### src/rtl/mips_pkg.sv
// Shared definitions for the MIPS decode stage: opcode/funct encodings,
// ALU op codes, the reg_dst encoding, the packed control bundle and the
// decode-stage state type.
package mips_pkg;

  localparam logic [5:0] OP_SPECIAL = 6'h00;
  localparam logic [5:0] OP_J       = 6'h02;
  localparam logic [5:0] OP_JAL     = 6'h03;
  localparam logic [5:0] OP_BEQ     = 6'h04;
  localparam logic [5:0] OP_BNE     = 6'h05;
  localparam logic [5:0] OP_ADDI    = 6'h08;
  localparam logic [5:0] OP_ADDIU   = 6'h09;
  localparam logic [5:0] OP_SLTIU   = 6'h0B;
  localparam logic [5:0] OP_ORI     = 6'h0D;
  localparam logic [5:0] OP_LUI     = 6'h0F;
  localparam logic [5:0] OP_LW      = 6'h23;
  localparam logic [5:0] OP_SW      = 6'h2B;

  localparam logic [5:0] FN_SLL     = 6'h00;
  localparam logic [5:0] FN_JR      = 6'h08;
  localparam logic [5:0] FN_SYSCALL = 6'h0C;
  localparam logic [5:0] FN_ADD     = 6'h20;
  localparam logic [5:0] FN_ADDU    = 6'h21;
  localparam logic [5:0] FN_SUB     = 6'h22;
  localparam logic [5:0] FN_AND     = 6'h24;
  localparam logic [5:0] FN_OR      = 6'h25;
  localparam logic [5:0] FN_SLT     = 6'h2A;

  localparam logic [2:0] ALU_AND = 3'b000;
  localparam logic [2:0] ALU_OR  = 3'b001;
  localparam logic [2:0] ALU_ADD = 3'b010;
  localparam logic [2:0] ALU_SUB = 3'b110;
  localparam logic [2:0] ALU_SLT = 3'b111;

  localparam logic [1:0] RD_RT  = 2'd0;
  localparam logic [1:0] RD_RD  = 2'd1;
  localparam logic [1:0] RD_R31 = 2'd2;

  typedef enum logic [1:0] {
    ST_RUN      = 2'd0,
    ST_SYS_WAIT = 2'd1,
    ST_HALT     = 2'd2
  } state_t;

  typedef struct packed {
    logic       jump;
    logic       branch;
    logic       branch_ne;
    logic       mem_read;
    logic       mem_to_reg;
    logic       reg_write;
    logic       alu_src;
    logic       mem_write;
    logic       jump_link;
    logic       jump_reg;
    logic       syscall;
    logic       illegal;
    logic [2:0] alu_op;
    logic [1:0] reg_dst;
  } ctrl_t;

endpackage

### src/rtl/mips_decode_comb.sv
// Purely combinational MIPS instruction decoder.
// Ports:
//   instr  - 32-bit instruction word
//   ctrl   - decoded control bundle (all zero except illegal for unknown encodings)
//   rs, rt - source register indices
//   dest   - destination index resolved from reg_dst (rt / rd / 31)
//   imm    - extended immediate (zero-extend for ORI, upper-half for LUI, else sign-extend)
module mips_decode_comb
  import mips_pkg::*;
#(
  parameter int DATA_W     = 32,
  parameter int REG_ADDR_W = 5
) (
  input  logic [31:0]           instr,
  output ctrl_t                 ctrl,
  output logic [REG_ADDR_W-1:0] rs,
  output logic [REG_ADDR_W-1:0] rt,
  output logic [REG_ADDR_W-1:0] dest,
  output logic [DATA_W-1:0]     imm
);

  logic [5:0]            opcode;
  logic [5:0]            funct;
  logic [REG_ADDR_W-1:0] rd;
  logic [DATA_W-1:0]     imm_sext;
  logic [DATA_W-1:0]     imm_zext;
  logic                  zext_sel;
  logic                  lui_sel;

  assign opcode   = instr[31:26];
  assign funct    = instr[5:0];
  assign rs       = REG_ADDR_W'(instr[25:21]);
  assign rt       = REG_ADDR_W'(instr[20:16]);
  assign rd       = REG_ADDR_W'(instr[15:11]);
  assign imm_sext = {{(DATA_W-16){instr[15]}}, instr[15:0]};
  assign imm_zext = {{(DATA_W-16){1'b0}}, instr[15:0]};

  always_comb begin
    ctrl     = '0;
    zext_sel = 1'b0;
    lui_sel  = 1'b0;
    case (opcode)
      OP_SPECIAL: begin
        case (funct)
          FN_ADD, FN_ADDU: begin
            ctrl.reg_dst   = RD_RD;
            ctrl.reg_write = 1'b1;
            ctrl.alu_op    = ALU_ADD;
          end
          FN_SUB: begin
            ctrl.reg_dst   = RD_RD;
            ctrl.reg_write = 1'b1;
            ctrl.alu_op    = ALU_SUB;
          end
          FN_AND: begin
            ctrl.reg_dst   = RD_RD;
            ctrl.reg_write = 1'b1;
            ctrl.alu_op    = ALU_AND;
          end
          FN_OR: begin
            ctrl.reg_dst   = RD_RD;
            ctrl.reg_write = 1'b1;
            ctrl.alu_op    = ALU_OR;
          end
          FN_SLT: begin
            ctrl.reg_dst   = RD_RD;
            ctrl.reg_write = 1'b1;
            ctrl.alu_op    = ALU_SLT;
          end
          FN_JR:      ctrl.jump_reg = 1'b1;
          FN_SYSCALL: ctrl.syscall  = 1'b1;
          // Only the all-zero word (canonical NOP) is supported; real shifts are not.
          FN_SLL:     ctrl.illegal  = (instr[25:6] != '0);
          default:    ctrl.illegal  = 1'b1;
        endcase
      end
      OP_ADDI, OP_ADDIU: begin
        ctrl.alu_src   = 1'b1;
        ctrl.reg_write = 1'b1;
        ctrl.alu_op    = ALU_ADD;
      end
      OP_SLTIU: begin
        ctrl.alu_src   = 1'b1;
        ctrl.reg_write = 1'b1;
        ctrl.alu_op    = ALU_SLT;
      end
      OP_ORI: begin
        ctrl.alu_src   = 1'b1;
        ctrl.reg_write = 1'b1;
        ctrl.alu_op    = ALU_OR;
        zext_sel       = 1'b1;
      end
      OP_LUI: begin
        ctrl.alu_src   = 1'b1;
        ctrl.reg_write = 1'b1;
        ctrl.alu_op    = ALU_ADD;
        lui_sel        = 1'b1;
      end
      OP_LW: begin
        ctrl.mem_read   = 1'b1;
        ctrl.mem_to_reg = 1'b1;
        ctrl.alu_src    = 1'b1;
        ctrl.reg_write  = 1'b1;
        ctrl.alu_op     = ALU_ADD;
      end
      OP_SW: begin
        ctrl.mem_write = 1'b1;
        ctrl.alu_src   = 1'b1;
        ctrl.alu_op    = ALU_ADD;
      end
      OP_BEQ: begin
        ctrl.branch = 1'b1;
        ctrl.alu_op = ALU_SUB;
      end
      OP_BNE: begin
        ctrl.branch    = 1'b1;
        ctrl.branch_ne = 1'b1;
        ctrl.alu_op    = ALU_SUB;
      end
      OP_J: ctrl.jump = 1'b1;
      OP_JAL: begin
        ctrl.jump      = 1'b1;
        ctrl.jump_link = 1'b1;
        ctrl.reg_dst   = RD_R31;
        ctrl.reg_write = 1'b1;
      end
      default: ctrl.illegal = 1'b1;
    endcase
  end

  always_comb begin
    case (ctrl.reg_dst)
      RD_RD:   dest = rd;
      RD_R31:  dest = REG_ADDR_W'(31);
      default: dest = rt;
    endcase
  end

  // Shifting the sign-extended value keeps the bits above 31 equal to imm16[15],
  // which is exactly {imm16, 16'b0} sign-extended to DATA_W.
  always_comb begin
    if (lui_sel)       imm = imm_sext << 16;
    else if (zext_sel) imm = imm_zext;
    else               imm = imm_sext;
  end

endmodule

### src/rtl/mips_decode_stage.sv
// Registered decode pipeline stage between fetch and execute.
// Ports:
//   clk, rst              - clock, synchronous active-high reset
//   if_valid/if_instr     - instruction from fetch; id_ready accepts it
//   id_valid/ex_ready     - decoded instruction offered to execute
//   flush                 - drops the held (and any incoming) instruction
//   ex_mem_read/ex_dest   - load in execute, used for load-use stalls
//   rs, rt, dest, imm     - registered register indices and immediate
//   control outputs       - registered decode controls (see mips_pkg::ctrl_t)
//   sys_req/sys_ack/sys_vreg - syscall handshake; $v0==10 ends in halt
//   halted                - exit syscall completed
//
// state       | meaning
// ------------+-----------------------------------------------------------
// ST_RUN      | normal flow; a held unserviced SYSCALL moves to ST_SYS_WAIT
// ST_SYS_WAIT | sys_req high, waiting for sys_ack or flush
// ST_HALT     | exit syscall done; only rst leaves
module mips_decode_stage
  import mips_pkg::*;
#(
  parameter int DATA_W     = 32,
  parameter int REG_ADDR_W = 5,
  parameter int ALUOP_W    = 3
) (
  input  logic                  clk,
  input  logic                  rst,
  input  logic                  if_valid,
  input  logic [31:0]           if_instr,
  output logic                  id_ready,
  output logic                  id_valid,
  input  logic                  ex_ready,
  input  logic                  flush,
  input  logic                  ex_mem_read,
  input  logic [REG_ADDR_W-1:0] ex_dest,
  output logic [REG_ADDR_W-1:0] rs,
  output logic [REG_ADDR_W-1:0] rt,
  output logic [REG_ADDR_W-1:0] dest,
  output logic [DATA_W-1:0]     imm,
  output logic [1:0]            reg_dst,
  output logic                  jump,
  output logic                  branch,
  output logic                  branch_ne,
  output logic                  mem_read,
  output logic                  mem_to_reg,
  output logic                  reg_write,
  output logic                  alu_src,
  output logic                  mem_write,
  output logic                  jump_link,
  output logic                  jump_reg,
  output logic                  syscall,
  output logic                  illegal,
  output logic [ALUOP_W-1:0]    alu_op,
  output logic                  sys_req,
  input  logic                  sys_ack,
  input  logic [DATA_W-1:0]     sys_vreg,
  output logic                  halted
);

  localparam logic [DATA_W-1:0] SYS_EXIT = DATA_W'(10);

  ctrl_t                 ctrl_dec, ctrl_d, ctrl_q;
  logic [REG_ADDR_W-1:0] rs_dec, rs_d, rs_q;
  logic [REG_ADDR_W-1:0] rt_dec, rt_d, rt_q;
  logic [REG_ADDR_W-1:0] dest_dec, dest_d, dest_q;
  logic [DATA_W-1:0]     imm_dec, imm_d, imm_q;
  logic                  held_valid_d, held_valid_q;
  logic                  serviced_d, serviced_q;
  state_t                state_d, state_q;
  logic                  hazard;
  logic                  sys_pending;

  mips_decode_comb #(
    .DATA_W     (DATA_W),
    .REG_ADDR_W (REG_ADDR_W)
  ) u_dec (
    .instr (if_instr),
    .ctrl  (ctrl_dec),
    .rs    (rs_dec),
    .rt    (rt_dec),
    .dest  (dest_dec),
    .imm   (imm_dec)
  );

  assign hazard = held_valid_q && ex_mem_read && (ex_dest != '0) &&
                  ((ex_dest == rs_q) || (ex_dest == rt_q));
  assign sys_pending = ctrl_q.syscall && !serviced_q;
  assign id_valid = held_valid_q && (state_q == ST_RUN) && !hazard && !sys_pending;
  assign id_ready = (state_q == ST_RUN) && (!held_valid_q || (id_valid && ex_ready));

  always_comb begin
    state_d      = state_q;
    held_valid_d = held_valid_q;
    serviced_d   = serviced_q;
    ctrl_d       = ctrl_q;
    rs_d         = rs_q;
    rt_d         = rt_q;
    dest_d       = dest_q;
    imm_d        = imm_q;
    case (state_q)
      ST_RUN: begin
        if (flush) begin
          held_valid_d = 1'b0;
        end else if (if_valid && id_ready) begin
          held_valid_d = 1'b1;
          serviced_d   = 1'b0;
          ctrl_d       = ctrl_dec;
          rs_d         = rs_dec;
          rt_d         = rt_dec;
          dest_d       = dest_dec;
          imm_d        = imm_dec;
        end else if (id_valid && ex_ready) begin
          held_valid_d = 1'b0;
        end else if (held_valid_q && sys_pending) begin
          state_d = ST_SYS_WAIT;
        end
      end
      ST_SYS_WAIT: begin
        if (flush) begin
          held_valid_d = 1'b0;
          state_d      = ST_RUN;
        end else if (sys_ack) begin
          if (sys_vreg == SYS_EXIT) begin
            held_valid_d = 1'b0;
            state_d      = ST_HALT;
          end else begin
            serviced_d = 1'b1;
            state_d    = ST_RUN;
          end
        end
      end
      ST_HALT: state_d = ST_HALT;
      default: state_d = ST_RUN;
    endcase
  end

  always_ff @(posedge clk) begin
    if (rst) begin
      state_q      <= ST_RUN;
      held_valid_q <= 1'b0;
      serviced_q   <= 1'b0;
      ctrl_q       <= '0;
      rs_q         <= '0;
      rt_q         <= '0;
      dest_q       <= '0;
      imm_q        <= '0;
    end else begin
      state_q      <= state_d;
      held_valid_q <= held_valid_d;
      serviced_q   <= serviced_d;
      ctrl_q       <= ctrl_d;
      rs_q         <= rs_d;
      rt_q         <= rt_d;
      dest_q       <= dest_d;
      imm_q        <= imm_d;
    end
  end

  assign rs         = rs_q;
  assign rt         = rt_q;
  assign dest       = dest_q;
  assign imm        = imm_q;
  assign reg_dst    = ctrl_q.reg_dst;
  assign jump       = ctrl_q.jump;
  assign branch     = ctrl_q.branch;
  assign branch_ne  = ctrl_q.branch_ne;
  assign mem_read   = ctrl_q.mem_read;
  assign mem_to_reg = ctrl_q.mem_to_reg;
  assign reg_write  = ctrl_q.reg_write;
  assign alu_src    = ctrl_q.alu_src;
  assign mem_write  = ctrl_q.mem_write;
  assign jump_link  = ctrl_q.jump_link;
  assign jump_reg   = ctrl_q.jump_reg;
  assign syscall    = ctrl_q.syscall;
  assign illegal    = ctrl_q.illegal;
  assign alu_op     = ALUOP_W'(ctrl_q.alu_op);
  assign sys_req    = (state_q == ST_SYS_WAIT);
  assign halted     = (state_q == ST_HALT);

endmodule

### config.mk
export PLATFORM = sky130hd
export DESIGN_NAME = mips_decode_stage
export DESIGN_NICKNAME = d
export VERILOG_FILES = /design/src/rtl/mips_pkg.sv /design/src/rtl/mips_decode_comb.sv /design/src/rtl/mips_decode_stage.sv
export SDC_FILE = /design/constraint.sdc
export NUM_CORES = 1
export LEC_CHECK = 0
export ABC_AREA = 1
export CORE_ASPECT_RATIO = 1.1
export CORE_MARGIN = 10
export CORE_UTILIZATION = 48
export CTS_BUF_LIST = sky130_fd_sc_hd__clkbuf_8
export DETAILED_ROUTE_END_ITERATION = 10
export PLACE_DENSITY_LB_ADDON = 0.05
export SYNTH_ARGS = -nofsm -noshare
export SYNTH_HDL_FRONTEND = slang
export SYNTH_SLANG_ARGS = --single-unit
### constraint.sdc
create_clock -name clk -period 4.1 [get_ports clk]
set_input_delay 0.82 -clock clk [delete_from_list [all_inputs] [get_ports clk]]
set_output_delay 0.82 -clock clk [all_outputs]
set_load 0.02 [all_outputs]
### After elaboration in Yosys (flattened, before gate mapping)

Cells that the tools add are included.

| storage, ports and cells | value |
|---|---|
| register bits after elaboration | 68 |
| latch bits | 0 |
| RAM bits | 0 |
| memory bits (read-only) | 0 |
| bits of input ports | 76 |
| output and inout bits | 68 |
| word-level logic and storage cells | 138 |
| memories kept | 0 |

| cells by class | value |
|---|---|
| $add $sub $neg | 0 |
| multiply operators | 0 |
| divide/modulo/power cells | 0 |
| order comparisons | 0 |
| equal/unequal tests | 37 |
| shifts and indexed selects | 0 |
| multiplexer cells | 43 |
| bitwise operators | 1 |
| reduce and logical (&&, ||, !) cells | 36 |

Operator list:

| kind | count |
|---|---|
| 2-to-1 mux 32 bit | 2 |
| == test 6 bit, second input constant | 8 |
| == test 6 x 4 -> 1 bit, second input constant | 7 |
| == test 32 x 4 -> 1 bit, second input constant | 1 |
| case mux 5 bit (5 select lines) | 1 |
| 2-to-1 mux 1 bit | 22 |
| nonzero test 20 bit | 1 |
| 2-to-1 mux 2 bit | 9 |
| case mux 3 bit (5 select lines) | 1 |
| OR reduction 7 bit | 2 |
| == test 6 x 2 -> 1 bit, second input constant | 2 |
| == test 6 x 3 -> 1 bit, second input constant | 2 |
| logical NOT 6 bit | 2 |
| logical AND 1 bit | 11 |
| OR reduction 11 bit | 1 |
| == test 5 bit | 2 |
| inequality test 2 bit, second input constant | 5 |
| case mux 1 bit (2 select lines) | 5 |
| case mux 5 bit (2 select lines) | 1 |
| OR reduction 8 bit | 1 |
| inequality test 2 x 1 -> 1 bit, second input constant | 3 |
| inequality test 3 x 2 -> 1 bit, second input constant | 2 |
| case mux 2 bit (3 select lines) | 1 |
| AND reduction 6 bit | 1 |
| other kinds (16) | 24 |

### Logic depth before layout (Yosys ltp)

| depth | value |
|---|---|
| depth after elaboration | 13 |
| depth in mapped cells | 14 |

### Hierarchy

From an unflattened synthesis, not the netlist that was laid out.

| unflattened totals | value |
|---|---|
| cell total of the unflattened synthesis | 605 |
| area, all modules | 3,977.6 um^2 |

By module, submodules not included:

| module | times used | cells each | area an instance (um^2) | seq. area each (um^2) |
|---|---|---|---|---|
| mips_decode_stage | 1 | 419 | 3,030.4 | 1,361.3 |
| mips_decode_comb | 1 | 186 | 947.2 | 0.0 |

### Worst setup path before layout

OpenSTA, ideal clock, no wires.

| timing | value |
|---|---|
| path type | in2out |
| from | input ex_dest[2] |
| to | output id_valid |
| arrival | 1.678 ns |
| data required time | 3.280 ns |
| slack | 1.602 ns |
| stages | 5 |
| cells stage by stage | nor3_1 > nand3_1 > nand3_1 > inv_1 > a21boi_0 |

| on the way | value |
|---|---|
| cells in the longest elaborated chain, start to end | 6 |
| elaborated cells on any way between the ends | 9 |

Ends and longest elaborated chain:

| element | RTL line | RTL |
|---|---|---|
| from (decl) | mips_decode_stage.sv:34 | `input logic [REG_ADDR_W-1:0] ex_dest,` |
| == test 5 bit or nonzero test 5 bit (tied branches) | mips_decode_stage.sv:85, mips_decode_stage.sv:84 |  |
| logical OR 1 bit or logical AND 1 bit (tied branches) | mips_decode_stage.sv:85, mips_decode_stage.sv:84 |  |
| logical AND 1 bit (*) | mips_decode_stage.sv:84 | `assign hazard = held_valid_q && ex_mem_read && (ex_dest != '0) &&` |
| logical NOT 1 bit (*) | mips_decode_stage.sv:87 | `assign id_valid = held_valid_q && (state_q == ST_RUN) && !hazard && !sys_pending;` |
| logical AND 1 bit (*) (2 in series) | mips_decode_stage.sv:87 |  |
| to (decl) | mips_decode_stage.sv:30 | `output logic id_valid,` |

Mark *: on every way between the ends. The rest lies on a longest branch, timed or not.

### Worst setup path after layout

| timing | value |
|---|---|
| from | input ex_dest[2] |
| to | output id_ready |

| on the way | value |
|---|---|
| cells in the longest elaborated chain, start to end | 9 |
| elaborated cells on any way between the ends | 12 |

Ends and longest elaborated chain:

| element | RTL line | RTL |
|---|---|---|
| == test 5 bit or nonzero test 5 bit (tied branches) | mips_decode_stage.sv:85, mips_decode_stage.sv:84 |  |
| logical OR 1 bit or logical AND 1 bit (tied branches) | mips_decode_stage.sv:85, mips_decode_stage.sv:84 |  |
| logical AND 1 bit (*) | mips_decode_stage.sv:84 |  |
| logical NOT 1 bit (*) | mips_decode_stage.sv:87 |  |
| logical AND 1 bit (*) (2 in series) | mips_decode_stage.sv:87 |  |
| logical AND 1 bit (*) | mips_decode_stage.sv:88 | `assign id_ready = (state_q == ST_RUN) && (!held_valid_q \|\| (id_valid && ex_ready));` |
| logical OR 1 bit (*) | mips_decode_stage.sv:88 |  |
| logical AND 1 bit (*) | mips_decode_stage.sv:88 |  |
| to (decl) | mips_decode_stage.sv:29 | `output logic id_ready,` |

Marks and branches as above.

==> out/results.ini <==
[status]
status = finished clean

[floorplanning]
pin_count = 144
dieArea_um2 = 11300
start_util = 0.5016
die_w_um = 102.3
coreArea_um2 = 7127
fp.dieH_um = 110.5
rows = 32

[yosys]
synth.avg_cell_area_um2 = 6.488
synth_top_area_cell = dfxtp_1
netlist_instances = 551
yosysMostFrequentCell = nand2_1
synth.net_count = 629
ys_top_cells_by_area = dfxtp_1, nand2_1, a21oi_1
yosys_warnings = 0
ys_seq_area_frac = 0.3752
synth_edf_count = 0
synth_area_um2 = 3575
synth_common_cells = nand2_1, a21oi_1, dfxtp_1
synth_seq_cells = 67
synth_top_area_share = 0.3752
synthFlopType = dfxtp_1
async_flop_share = 0
synth_cell_type_count = 31

[cts]
clk_latency_ps = 350
path_clk_slew_ps = 60
cts_tree = built
hold_buffers = 0
cts_sinks = 67
clk_path_buf_depth = 2
cts_buffers = 9
root_buffer = clkbuf_8
post_cts_buffers = 0
htreeDepth = 3
cts_resized = 0

[power]
power.net_switching_uw = 441.8
p_per_area_nw_per_um2 = 301.7
vdd_drop_max_mv = 0.2179
p_leak_nw = 2.091
swShare = 0.2829
pwr-share-comb = 0.204
pwr-share-seq = 0.444
p_int_mw = 1.120
p_clk_frac = 0.352
finalPower_mw = 1.562

[timing]
max_clock_freq_mhz = 281.6
fin_setup_tns_ps = 0
hold_violations = 0
post-route-period-util = 0.8662
finClkSkew_ps = 10.09
rsz0062_at_grt = no
tightest_slew_ps = 886.3
setup_viol = 0
slew_violations = 0
layout_min_cycle_time_ps = 3551
slew_headroom = 0.4091
timing.final.ws_setup_ps = 548.5

[layout]
largest_reg_flops = 32
regArea_um2 = 1341
diodes = 0
drive_gt1_frac = 0.07267
multiInputGateArea_um2 = 1836
area_growth_pct = 44.84
fillerInstances = 600
nNetsFinal = 761

[placement]
post-dp-hpwl_um = 9266
portBuffers = 143
pre_cts_slack_ps = 543.7
globalplace.congestion = 0.9240

[route]
drcViolationCount = 0
wl_per_cell_um = 15.39
drt-total-wl_um = 11900
routed_via_density = 5.144
ant_nets = 0
initialDrtViolationCount = 211
via_count = 3976
first_pass_iters = 5

[worst_setup_path]
crit_path_end_kind = output port
crit_type = in -> out
cp-start-kind = input pin
arrival_ps = 2730
critPathRequiredTime_ps = 3280
crit_fanout = 4

[grt]
antenna_found_initial = 0
grt_pass1_wl_um = 18890
grt_util_all_layers = 0.2035
grt_max_degree = 68
grt_pass1_vias = 3859
overflow = 0

[min_path]
hold_class = reg -> reg

[job]
cap_viol_max_count = 0

[layout by cell type (no fill, tap or decap), drive strengths merged, types with 2 or more instances in the layout]
master | Yosys | layout
nand2 | 186 | 186
clkdlybuf4s50 | 0 | 142
a21oi | 86 | 86
dfxtp | 67 | 67
inv | 63 | 64
nor2 | 49 | 49
o21ai | 25 | 25
nand4 | 11 | 11
nand3 | 11 | 11
clkbuf | 10 | 10
nor3 | 8 | 8
nor4 | 6 | 6
buf | 17 | 6
o211ai | 3 | 3
clkinv | 0 | 3
a31oi | 2 | 2
xnor2 | 2 | 2
ha | 2 | 2
[power groups by stage]
stage	Clock, mW	Combinational, mW	Sequential, mW
floorplan	0	0.131	0.737
global placement	0	0.312	0.707
detailed placement	0	0.318	0.708
CTS	0.555	0.319	0.694
global route	0.580	0.347	0.697
finish	0.550	0.318	0.694
[cell families (layout without fill, tap and decap cells)]
group | after synthesis | after routing | share of synthesized area
adder cells (fa/ha/maj) | 2 | 2 | 0.006999
AND/OR/NAND/NOR | 272 | 272 | 0.3213
AO/OA/AOI/OAI | 118 | 118 | 0.1803
buffers and inverters | 90 | 227 | 0.1113
flip-flops | 67 | 67 | 0.3752
XOR/XNOR | 2 | 2 | 0.004901
[routing by layer]
layer	global-route usage	part of all wire	vias up
li1	-	-	2033
met1	0.2321	0.41	1788
met2	0.3456	0.48	136
met3	0.06227	0.084	19
met4	0.07116	0.019	0
met5	0	0	-
[worst paths after layout]
check                                 from         end  slack [ps]  cells past startpoint
worst max-delay path            ex_dest[2]    id_ready         550                      9
worst min-delay path            serviced_q  serviced_q         450                      2
worst max register to register       rs[0]     syscall        1930                     14
worst min register to register  serviced_q  serviced_q         450                      2
[stage by stage]
stage          cells  instance area (um2)  hold slack, ps    util
4_1_cts          773                 5177           453.8  0.7265
6_report         773                 5177           451.9  0.7265
5_1_grt          773                 5177           475.8  0.7265
2_1_floorplan    551                 3575           425.6       -
3_5_place_dp     757                 4984           444.0  0.6993
3_3_place_gp     757                 4984           438.2  0.6993
[critical path, stage by stage]
cell             delay (ps)
clkdlybuf4s50_1         490
nor3_1                  290
nand3_1                 130
nand3_1                  90
inv_1                    50
nand2_1                  70
nand3_2                  90
nand2_4                 100
clkdlybuf4s50_1         620
[area by class of cell]
class	count	share of cell area
timing repair buffer	148	0.2827
clock inverter	6	0.01087
inverter	63	0.04567
multi-input combinational	394	0.3545
clock buffer	10	0.02658
sequential	67	0.2591
tap	85	0.02054
No activity file was read; power rests on OpenSTA's default activity.
